## src/rtl/match_controller.sv

```systemverilog
// Best-of-N match sequencer: countdown, fight timer, KO/timeout judging, win tallies
// and the per-round player reset pulse, all on the per-frame game clock.
module match_controller #(
    parameter int FRAME_HZ      = 60,
    parameter int COUNTDOWN_S   = 3,
    parameter int ROUND_TIME_S  = 99,
    parameter int RESULT_HOLD_S = 2,
    parameter int ROUNDS_TO_WIN = 2,
    parameter int MAX_ROUNDS    = 5,
    parameter int HEALTH_W      = 3
) (
    input  logic                clk,
    input  logic                rst,
    input  logic                start,
    input  logic [HEALTH_W-1:0] p1_health,
    input  logic [HEALTH_W-1:0] p2_health,
    output logic [2:0]          game_state,
    output logic [6:0]          secs_left,
    output logic [3:0]          round_num,
    output logic [2:0]          p1_wins,
    output logic [2:0]          p2_wins,
    output logic [1:0]          round_winner,
    output logic [1:0]          match_winner,
    output logic                round_reset
);

    localparam int FW = (FRAME_HZ > 1) ? $clog2(FRAME_HZ) : 1;
    localparam logic [FW-1:0] FRAME_LAST = FW'(FRAME_HZ - 1);

    typedef enum logic [2:0] {
        S_IDLE      = 3'd0,
        S_COUNTDOWN = 3'd1,
        S_FIGHT     = 3'd2,
        S_ROUND_END = 3'd3,
        S_MATCH_END = 3'd4
    } state_t;

    state_t          state_q;
    logic [FW-1:0]   frame_q;
    logic [6:0]      secs_q;
    logic [3:0]      round_q;
    logic [2:0]      p1_wins_q;
    logic [2:0]      p2_wins_q;
    logic [1:0]      round_winner_q;
    logic [1:0]      match_winner_q;
    logic            round_reset_q;
    logic            start_q;

    logic            start_rise_d;
    logic            phase_done_d;
    logic [1:0]      round_result_d;

    assign start_rise_d = start & ~start_q;
    // Last frame of the final second of the current timed phase.
    assign phase_done_d = (frame_q == FRAME_LAST) && (secs_q == 7'd1);

    // Judge the fight this frame: KO has priority over timer expiry.
    always_comb begin
        round_result_d = 2'd0;
        if ((p1_health == '0) && (p2_health == '0)) begin
            round_result_d = 2'd3;
        end else if (p2_health == '0) begin
            round_result_d = 2'd1;
        end else if (p1_health == '0) begin
            round_result_d = 2'd2;
        end else if (phase_done_d) begin
            if (p1_health > p2_health) begin
                round_result_d = 2'd1;
            end else if (p2_health > p1_health) begin
                round_result_d = 2'd2;
            end else begin
                round_result_d = 2'd3;
            end
        end else begin
            round_result_d = 2'd0;
        end
    end

    // Match sequencer state, timers, tallies and registered outputs.
    always_ff @(posedge clk) begin
        if (rst) begin
            state_q        <= S_IDLE;
            frame_q        <= '0;
            secs_q         <= 7'd0;
            round_q        <= 4'd0;
            p1_wins_q      <= 3'd0;
            p2_wins_q      <= 3'd0;
            round_winner_q <= 2'd0;
            match_winner_q <= 2'd0;
            round_reset_q  <= 1'b0;
            start_q        <= 1'b1;
        end else begin
            start_q       <= start;
            round_reset_q <= 1'b0;
            case (state_q)
                S_IDLE, S_MATCH_END: begin
                    if (start_rise_d) begin
                        state_q        <= S_COUNTDOWN;
                        frame_q        <= '0;
                        secs_q         <= 7'(COUNTDOWN_S);
                        round_q        <= 4'd1;
                        p1_wins_q      <= 3'd0;
                        p2_wins_q      <= 3'd0;
                        round_winner_q <= 2'd0;
                        match_winner_q <= 2'd0;
                        round_reset_q  <= 1'b1;
                    end
                end
                S_COUNTDOWN: begin
                    if (phase_done_d) begin
                        state_q <= S_FIGHT;
                        frame_q <= '0;
                        secs_q  <= 7'(ROUND_TIME_S);
                    end else if (frame_q == FRAME_LAST) begin
                        frame_q <= '0;
                        secs_q  <= secs_q - 7'd1;
                    end else begin
                        frame_q <= frame_q + FW'(1);
                    end
                end
                S_FIGHT: begin
                    if (round_result_d != 2'd0) begin
                        state_q        <= S_ROUND_END;
                        frame_q        <= '0;
                        secs_q         <= 7'(RESULT_HOLD_S);
                        round_winner_q <= round_result_d;
                        if (round_result_d == 2'd1) begin
                            p1_wins_q <= p1_wins_q + 3'd1;
                        end
                        if (round_result_d == 2'd2) begin
                            p2_wins_q <= p2_wins_q + 3'd1;
                        end
                    end else if (frame_q == FRAME_LAST) begin
                        frame_q <= '0;
                        secs_q  <= secs_q - 7'd1;
                    end else begin
                        frame_q <= frame_q + FW'(1);
                    end
                end
                S_ROUND_END: begin
                    if (phase_done_d) begin
                        frame_q <= '0;
                        if (p1_wins_q == 3'(ROUNDS_TO_WIN)) begin
                            state_q        <= S_MATCH_END;
                            secs_q         <= 7'd0;
                            match_winner_q <= 2'd1;
                        end else if (p2_wins_q == 3'(ROUNDS_TO_WIN)) begin
                            state_q        <= S_MATCH_END;
                            secs_q         <= 7'd0;
                            match_winner_q <= 2'd2;
                        end else if (round_q == 4'(MAX_ROUNDS)) begin
                            state_q <= S_MATCH_END;
                            secs_q  <= 7'd0;
                            if (p1_wins_q > p2_wins_q) begin
                                match_winner_q <= 2'd1;
                            end else if (p2_wins_q > p1_wins_q) begin
                                match_winner_q <= 2'd2;
                            end else begin
                                match_winner_q <= 2'd3;
                            end
                        end else begin
                            state_q        <= S_COUNTDOWN;
                            secs_q         <= 7'(COUNTDOWN_S);
                            round_q        <= round_q + 4'd1;
                            round_winner_q <= 2'd0;
                            round_reset_q  <= 1'b1;
                        end
                    end else if (frame_q == FRAME_LAST) begin
                        frame_q <= '0;
                        secs_q  <= secs_q - 7'd1;
                    end else begin
                        frame_q <= frame_q + FW'(1);
                    end
                end
                default: begin
                    state_q <= S_IDLE;
                    frame_q <= '0;
                    secs_q  <= 7'd0;
                end
            endcase
        end
    end

    assign game_state   = state_q;
    assign secs_left    = secs_q;
    assign round_num    = round_q;
    assign p1_wins      = p1_wins_q;
    assign p2_wins      = p2_wins_q;
    assign round_winner = round_winner_q;
    assign match_winner = match_winner_q;
    assign round_reset  = round_reset_q;

endmodule

```

## config.mk

```make
export PLATFORM = sky130hd
export DESIGN_NAME = match_controller
export DESIGN_NICKNAME = d
export VERILOG_FILES = /design/src/rtl/match_controller.sv
export SDC_FILE = /design/constraint.sdc
export NUM_CORES = 1
export LEC_CHECK = 0
export BUFFER_PORTS_ARGS = -buffer_cell sky130_fd_sc_hd__buf_4
export CAP_MARGIN = 20
export CORE_ASPECT_RATIO = 1.2
export CORE_MARGIN = 2
export CORE_UTILIZATION = 50
export CTS_CLUSTER_SIZE = 8
export DETAILED_ROUTE_END_ITERATION = 7
export PLACE_DENSITY = 0.75
export SYNTH_ARGS = -nofsm -noshare
export SYNTH_HDL_FRONTEND = slang
export SYNTH_SLANG_ARGS = --single-unit
```

## constraint.sdc

```tcl
create_clock -name clk -period 2.4 [get_ports clk]
set_clock_uncertainty 0.15 [all_clocks]
set_input_delay 0.24 -clock clk [delete_from_list [all_inputs] [get_ports clk]]
set_output_delay 0.24 -clock clk [all_outputs]
set_load 0.02 [all_outputs]
```

==> results.ini, run 1 <==
[synth]
yosysTopAreaCellShare=0.321
synth_area_per_cell_sq_um=8.02
yosysSeqAreaShare=0.321
synth-async-reset-ratio=0
synthFlopType=dfxtp_1
syn_inst=249
yosys-top-cells-area=dfxtp_1 32%, ha_1 9.4%, nand2_1 5.8%, nor2_1 4.1%, a21oi_1 3.8%
synth_fp_nets=273
ys_ff_latch=32
ys_warn_count=0
synth-edff-count=0
yosysTopAreaCell=dfxtp_1
syn_area_sq_um=2000
synth.distinct_cells=47

[min_path]
min_delay_path_depth=2
hold_end=round_num[1]
hold_start=rst
hold_path.class=primary input to flip-flop

[clocking]
numCtsBuffers=5
clockBufferDepth=2
cts.sinks=32
cts_max_level=2
path_clk_slew_ns=0.07
cts_tree=done
cts-root-buf=clkbuf_8
postCtsSetupBuffers=0
clkLatencyLatePin_ns=0.28

[placed_design]
place_congestion=0.874
io_buffers=33
place_hpwl_mm=3.66

[global_route]
grt_pass1_wl_mm=8.17
grt_pass1_vias=1809
grt.overflow.total=0
grtUsageTotal=0.241
antenna_found_initial=0
grt_max_degree=29

[setup_path]
cp_slowest_cell=dfxtp_1
rr_worst_depth=9
path_cells=inv_1 > ha_1 > nor2b_1 > a311oi_2 > buf_4 > a31oi_1 > a211oi_1 > nor2_1 > a22o_1
reg2reg_setup_slack_ns=0.21
crit_arrival_ns=2.22
r2r_end=round_winner[0]
path_class=flip-flop to flip-flop
worstPathRequired_ns=2.43
crit_fanout=6
slowest_delay_ns=0.35
r2r_start=p2_wins[0]
startpoint_type=flip-flop
worstSetupEndpointType=flip-flop

[status]
status=finished, final reports clean

[pwr]
power_mw=1.16
leakage_nw=1.03
power_density_nw_per_um2=470
ir_worst_vdd_uv=433

[timing]
relSlewSlack=0.671
fin_crit_ns=2.19
slew_viol_final=0
max_freq_ghz=0.456
worst_pin_slew_ns=0.490
setup_viol=0
rsz0062_at_grt=no
hold_viol=0
period_share=0.913
setup_tns_ns=0

[floorplan]
die_height_um=73.3
die-width_um=61.7
core_area_sq_um=3880
io_pins=34
start_util=0.515
placementRows=25
dieArea_sq_um=4520

[route]
firstDrtPassIters=4
route.antenna.remaining_nets=0
drc=0
wire_per_inst_um=14.1
vias=1956
routed_wirelength_mm=4.89
viasPerCell=5.64
drtIter0Drc=79

[finish]
drive_gt1_frac=0.225
antenna_cells=0
fin_nets=316
fill_cells=384
area_growth_pct=23.7

[run]
maxCapViolations=0

## cells in the mapped netlist, types with 2 or more instances
cell / count
a32oi_1: 2
o21ai_0: 10
nor2_1: 22
nand2_1: 31
clkbuf_1: 8
xnor2_1: 2
xor2_1: 4
buf_2: 2
nand3_1: 5
a22o_1: 2
inv_1: 15
or3_1: 6
o31ai_1: 5
o21ai_1: 2
nand2b_1: 2
nor3_1: 12
dfxtp_1: 32
a211oi_1: 4
nand4_1: 6
a31oi_1: 6
a32o_1: 2
nor2b_1: 6
ha_1: 15
a211o_1: 2
or2_2: 3
a21oi_1: 15
a311oi_1: 4
a21o_1: 5
## critical path, delay by kind of cell, from the launching register on
family	cells	cell delay [ns]
buf+inv	2	0.30
flops	1	0.35
fa+ha+maj	1	0.21
compound gates	4	0.82
simple gates	2	0.24
## through the flow
step / setup slack, ns / hold slack [ns] / instance area, sq um / cells / util
after floorplan: 0.0696 / 0.197 / 2000 / 249 / -
after global placement: 0.204 / 0.291 / 2370 / 338 / 0.611
after detailed placement: 0.176 / 0.294 / 2370 / 338 / 0.611
after CTS: 0.154 / 0.165 / 2470 / 347 / 0.637
after global routing: 0.0471 / 0.195 / 2470 / 347 / 0.637
final: 0.208 / 0.177 / 2470 / 347 / 0.637
## cell type report
class	count	area, sq um	area share
Tap cell	54	67.6	0.0273
Multi-Input combinational cell	192	1270	0.513
Clock buffer	6	82.6	0.0334
Timing Repair Buffer	46	348	0.141
Inverter	15	56.3	0.0228
Sequential cell	32	641	0.259
Clock inverter	2	10.0	0.00405
## where the power goes
part	internal, mW	switching, mW	leakage (nW)
registers	0.540	0.00923	0.259
clock network	0.229	0.203	0.0510
logic	0.0734	0.106	0.716
total	0.842	0.319	1.03
## state kept, by name, summed over array words and instances (netlist names)
name,cells
round_num,4
game_state,3
frame_q,6
p1_wins,3
secs_left,7
match_winner,2
round_reset,1
p2_wins,3
start_q,1
round_winner,2
## per-layer routing
| metal | vias to the layer above | share of wire | GRT usage |
|---|---|---|---|
| met5 | - | 0 | 0 |
| met3 | 7 | 0.037 | 0.0335 |
| li1 | 985 | - | - |
| met2 | 42 | 0.49 | 0.392 |
| met1 | 922 | 0.45 | 0.308 |
| met4 | 0 | 0.018 | 0.116 |
## repair_timing
action	CTS	global route
setup endpoints to repair	0	1
gates resized for setup	0	0
hold buffers	1	0
hold endpoints to repair	1	0
## cell families (layout without fill, tap and decap cells)
family | after synthesis | in the layout | share of synthesized area
fa+ha+maj | 15 | 15 | 0.0939
simple gates | 103 | 103 | 0.271
buf+inv | 25 | 69 | 0.0482
compound gates | 67 | 67 | 0.235
xor+xnor | 6 | 6 | 0.0263
mux | 1 | 1 | 0.00564
flops | 32 | 32 | 0.321
## how the worst max path moves through the flow
| stage | start | end | slack, ns | cells after the start |
|---|---|---|---|---|
| floorplan | p1_wins[0] | round_num[1] | 0.07 | 7 |
| global placement | frame_q[0] | round_num[1] | 0.20 | 6 |
| detailed placement | frame_q[0] | round_num[1] | 0.18 | 6 |
| CTS | frame_q[0] | round_num[1] | 0.15 | 6 |
| global route | p2_wins[0] | round_winner[0] | 0.05 | 9 |
| finish | p2_wins[0] | round_winner[0] | 0.21 | 9 |
## layout by cell type, fill, tap and decap left out, drive strengths merged, types with 3 or more instances in the layout
| cell | instances |
|---|---|
| or2 | 3 |
| o21ai | 12 |
| nand3 | 5 |
| inv | 15 |
| clkbuf | 6 |
| a31oi | 6 |
| nand2 | 31 |
| xor2 | 4 |
| ha | 15 |
| a311oi | 4 |
| nor3 | 13 |
| dfxtp | 32 |
| nand4 | 6 |
| buf | 45 |
| o31ai | 5 |
| nor2b | 6 |
| a21o | 5 |
| a21oi | 15 |
| nor2 | 23 |
| or3 | 6 |
| a211oi | 4 |
(Power assumes the default switching activity.)
==> inputs of run 2 (changes only) <==
==> constraint.sdc (replaced) <==
create_clock -name clk -period 2.4 [get_ports clk]
set_clock_uncertainty 0.15 [all_clocks]
set_input_delay 0.48 -clock clk [delete_from_list [all_inputs] [get_ports clk]]
set_output_delay 0.48 -clock clk [all_outputs]
set_load 0.02 [all_outputs]
==> run 2 against run 1 <==
  * Wire length increased by 1.0%
  * Maximum frequency shrank 1.5%
  * Utilization is 1.4 points higher
  * First-iteration DRC count grew 24%
  * Cell area rose by 2.1%
  * Power increased by 0.93%
  * Non-clock buffer count up 7
  * Combinational power is 7% higher
==> results.ini, run 2 (synthesis gave the netlist of run 1 again) <==
[finish]
drive_gt1_frac=0.250
largest_reg_flops=7
fin_nets=323
final_common_cell=buf_4
stdcell_area_sq_um=2520
stdcell_count=354
fill_cells=358
antenna_cells=0
post-route-util=0.651
final_cell_mix=53 x buf_4, 32 x dfxtp_1, 31 x nand2_1
area_growth_pct=26.4

[floorplan]
die_height_um=73.3
placementRows=25
die-width_um=61.7
core_area_sq_um=3880
io_pins=34
dieArea_sq_um=4520
start_util=0.515

[route]
route.antenna.remaining_nets=0
viasPerCell=5.67
drtIter0Drc=98
firstDrtPassIters=4
wire_per_inst_um=13.9
drc=0
vias=2006
routed_wirelength_mm=4.94

[pwr]
leakage_nw=1.06
seqPwrFrac=0.467
power_mw=1.17
power.share.switching=0.274
p_int_mw=0.850
switchingPower_mw=0.321
ir_worst_vdd_uv=265
clock_power_share=0.369
power_frac_comb=0.164
power_density_nw_per_um2=464

[clocking]
cts.sinks=32
clkLatencyLatePin_ns=0.29
cts_tree=done
cts_max_level=2
clockBufferDepth=2
numCtsBuffers=5
path_clk_slew_ns=0.07
cts-root-buf=clkbuf_8
ctsHoldBuffers=0

[timing]
hold_ws_ns=0.238
hold_viol=0
relSlewSlack=0.669
slew_viol_final=0
fin_crit_ns=2.23
post-route-worst-setup-slack_ns=0.175
period_share=0.927
worst_pin_slew_ns=0.492
max_freq_ghz=0.449
setup_tns_ns=0
rsz0062_at_grt=no
setup_viol=0

[status]
status=finished, final reports clean

[min_path]
min_delay_path_depth=2
hold_path.class=primary input to flip-flop

[setup_path]
worstPathRequired_ns=2.45
path_class=flip-flop to flip-flop
path_cells=ha_1 > nand2_1 > or3_1 > nor4b_4 > buf_4 > nor3_1 > a211oi_1
crit_fanout=5
worstSetupEndpointType=flip-flop
critical_path_depth=7
slowest_delay_ns=0.45
crit_buf_inv=1
rr_worst_depth=7
crit_arrival_ns=2.28
path_delay_family=simple AND/OR/NAND/NOR gates
startpoint_type=flip-flop
cp_slowest_cell=or3_1

[placed_design]
pre_cts_slack_ns=-0.0582
dpl_cell_area_sq_um=2420
place_congestion=0.924
dp.cells=345
place_hpwl_mm=3.76
io_buffers=33

[global_route]
grt_pass1_vias=1818
grt_max_degree=29
antenna_found_initial=0
grtUsageTotal=0.242
grt_pass1_wl_mm=8.22
grt.overflow.total=0

[run]
maxCapViolations=0

[run 2: changes by cell type in the layout (fill, tap and decap cells not counted)]
cell and change:
buf_4 +8, nor2_1 -1, dlygate4sd3_1 -1, nor2_2 +1
[run 2: power groups by stage]
stage / Combinational [mW] / Clock, mW / Sequential (mW)
after floorplan: 0.105 / 0 / 0.569
after global placement: 0.188 / 0 / 0.559
after detailed placement: 0.191 / 0 / 0.559
after CTS: 0.192 / 0.443 / 0.547
after global routing: 0.214 / 0.461 / 0.549
final: 0.192 / 0.432 / 0.547
[run 2: final cells by class]
type	instances	area (sq um)	share of cell area
multi-input combinational	192	1270	0.503
clock inverter	2	10.0	0.00396
sequential	32	641	0.254
inverter	15	56.3	0.0223
clock buffer	6	82.6	0.0327
tap	54	67.6	0.0268
timing repair buffer	53	398	0.158
[run 2: worst paths after layout]
path | from | end | slack, ns
max | frame_q[0] | round_num[0] | 0.17
min | start | start_q | 0.24
max reg2reg | frame_q[0] | round_num[0] | 0.17
min reg2reg | match_winner[0] | match_winner[0] | 0.33
[run 2: what timing repair did]
| item | in CTS | in global routing |
|---|---|---|
| resized for setup | 0 | 1 |
| hold endpoints to repair | 0 | 0 |
| setup buffers | 0 | 1 |
| setup endpoints to repair | 0 | 5 |
[run 2: per-layer routing]
layer  share of wire  vias up  track usage
met3           0.037        9       0.0511
met4           0.019        0        0.106
li1                -     1005            -
met2            0.50       50        0.386
met1            0.44      942        0.309
met5               0        -            0
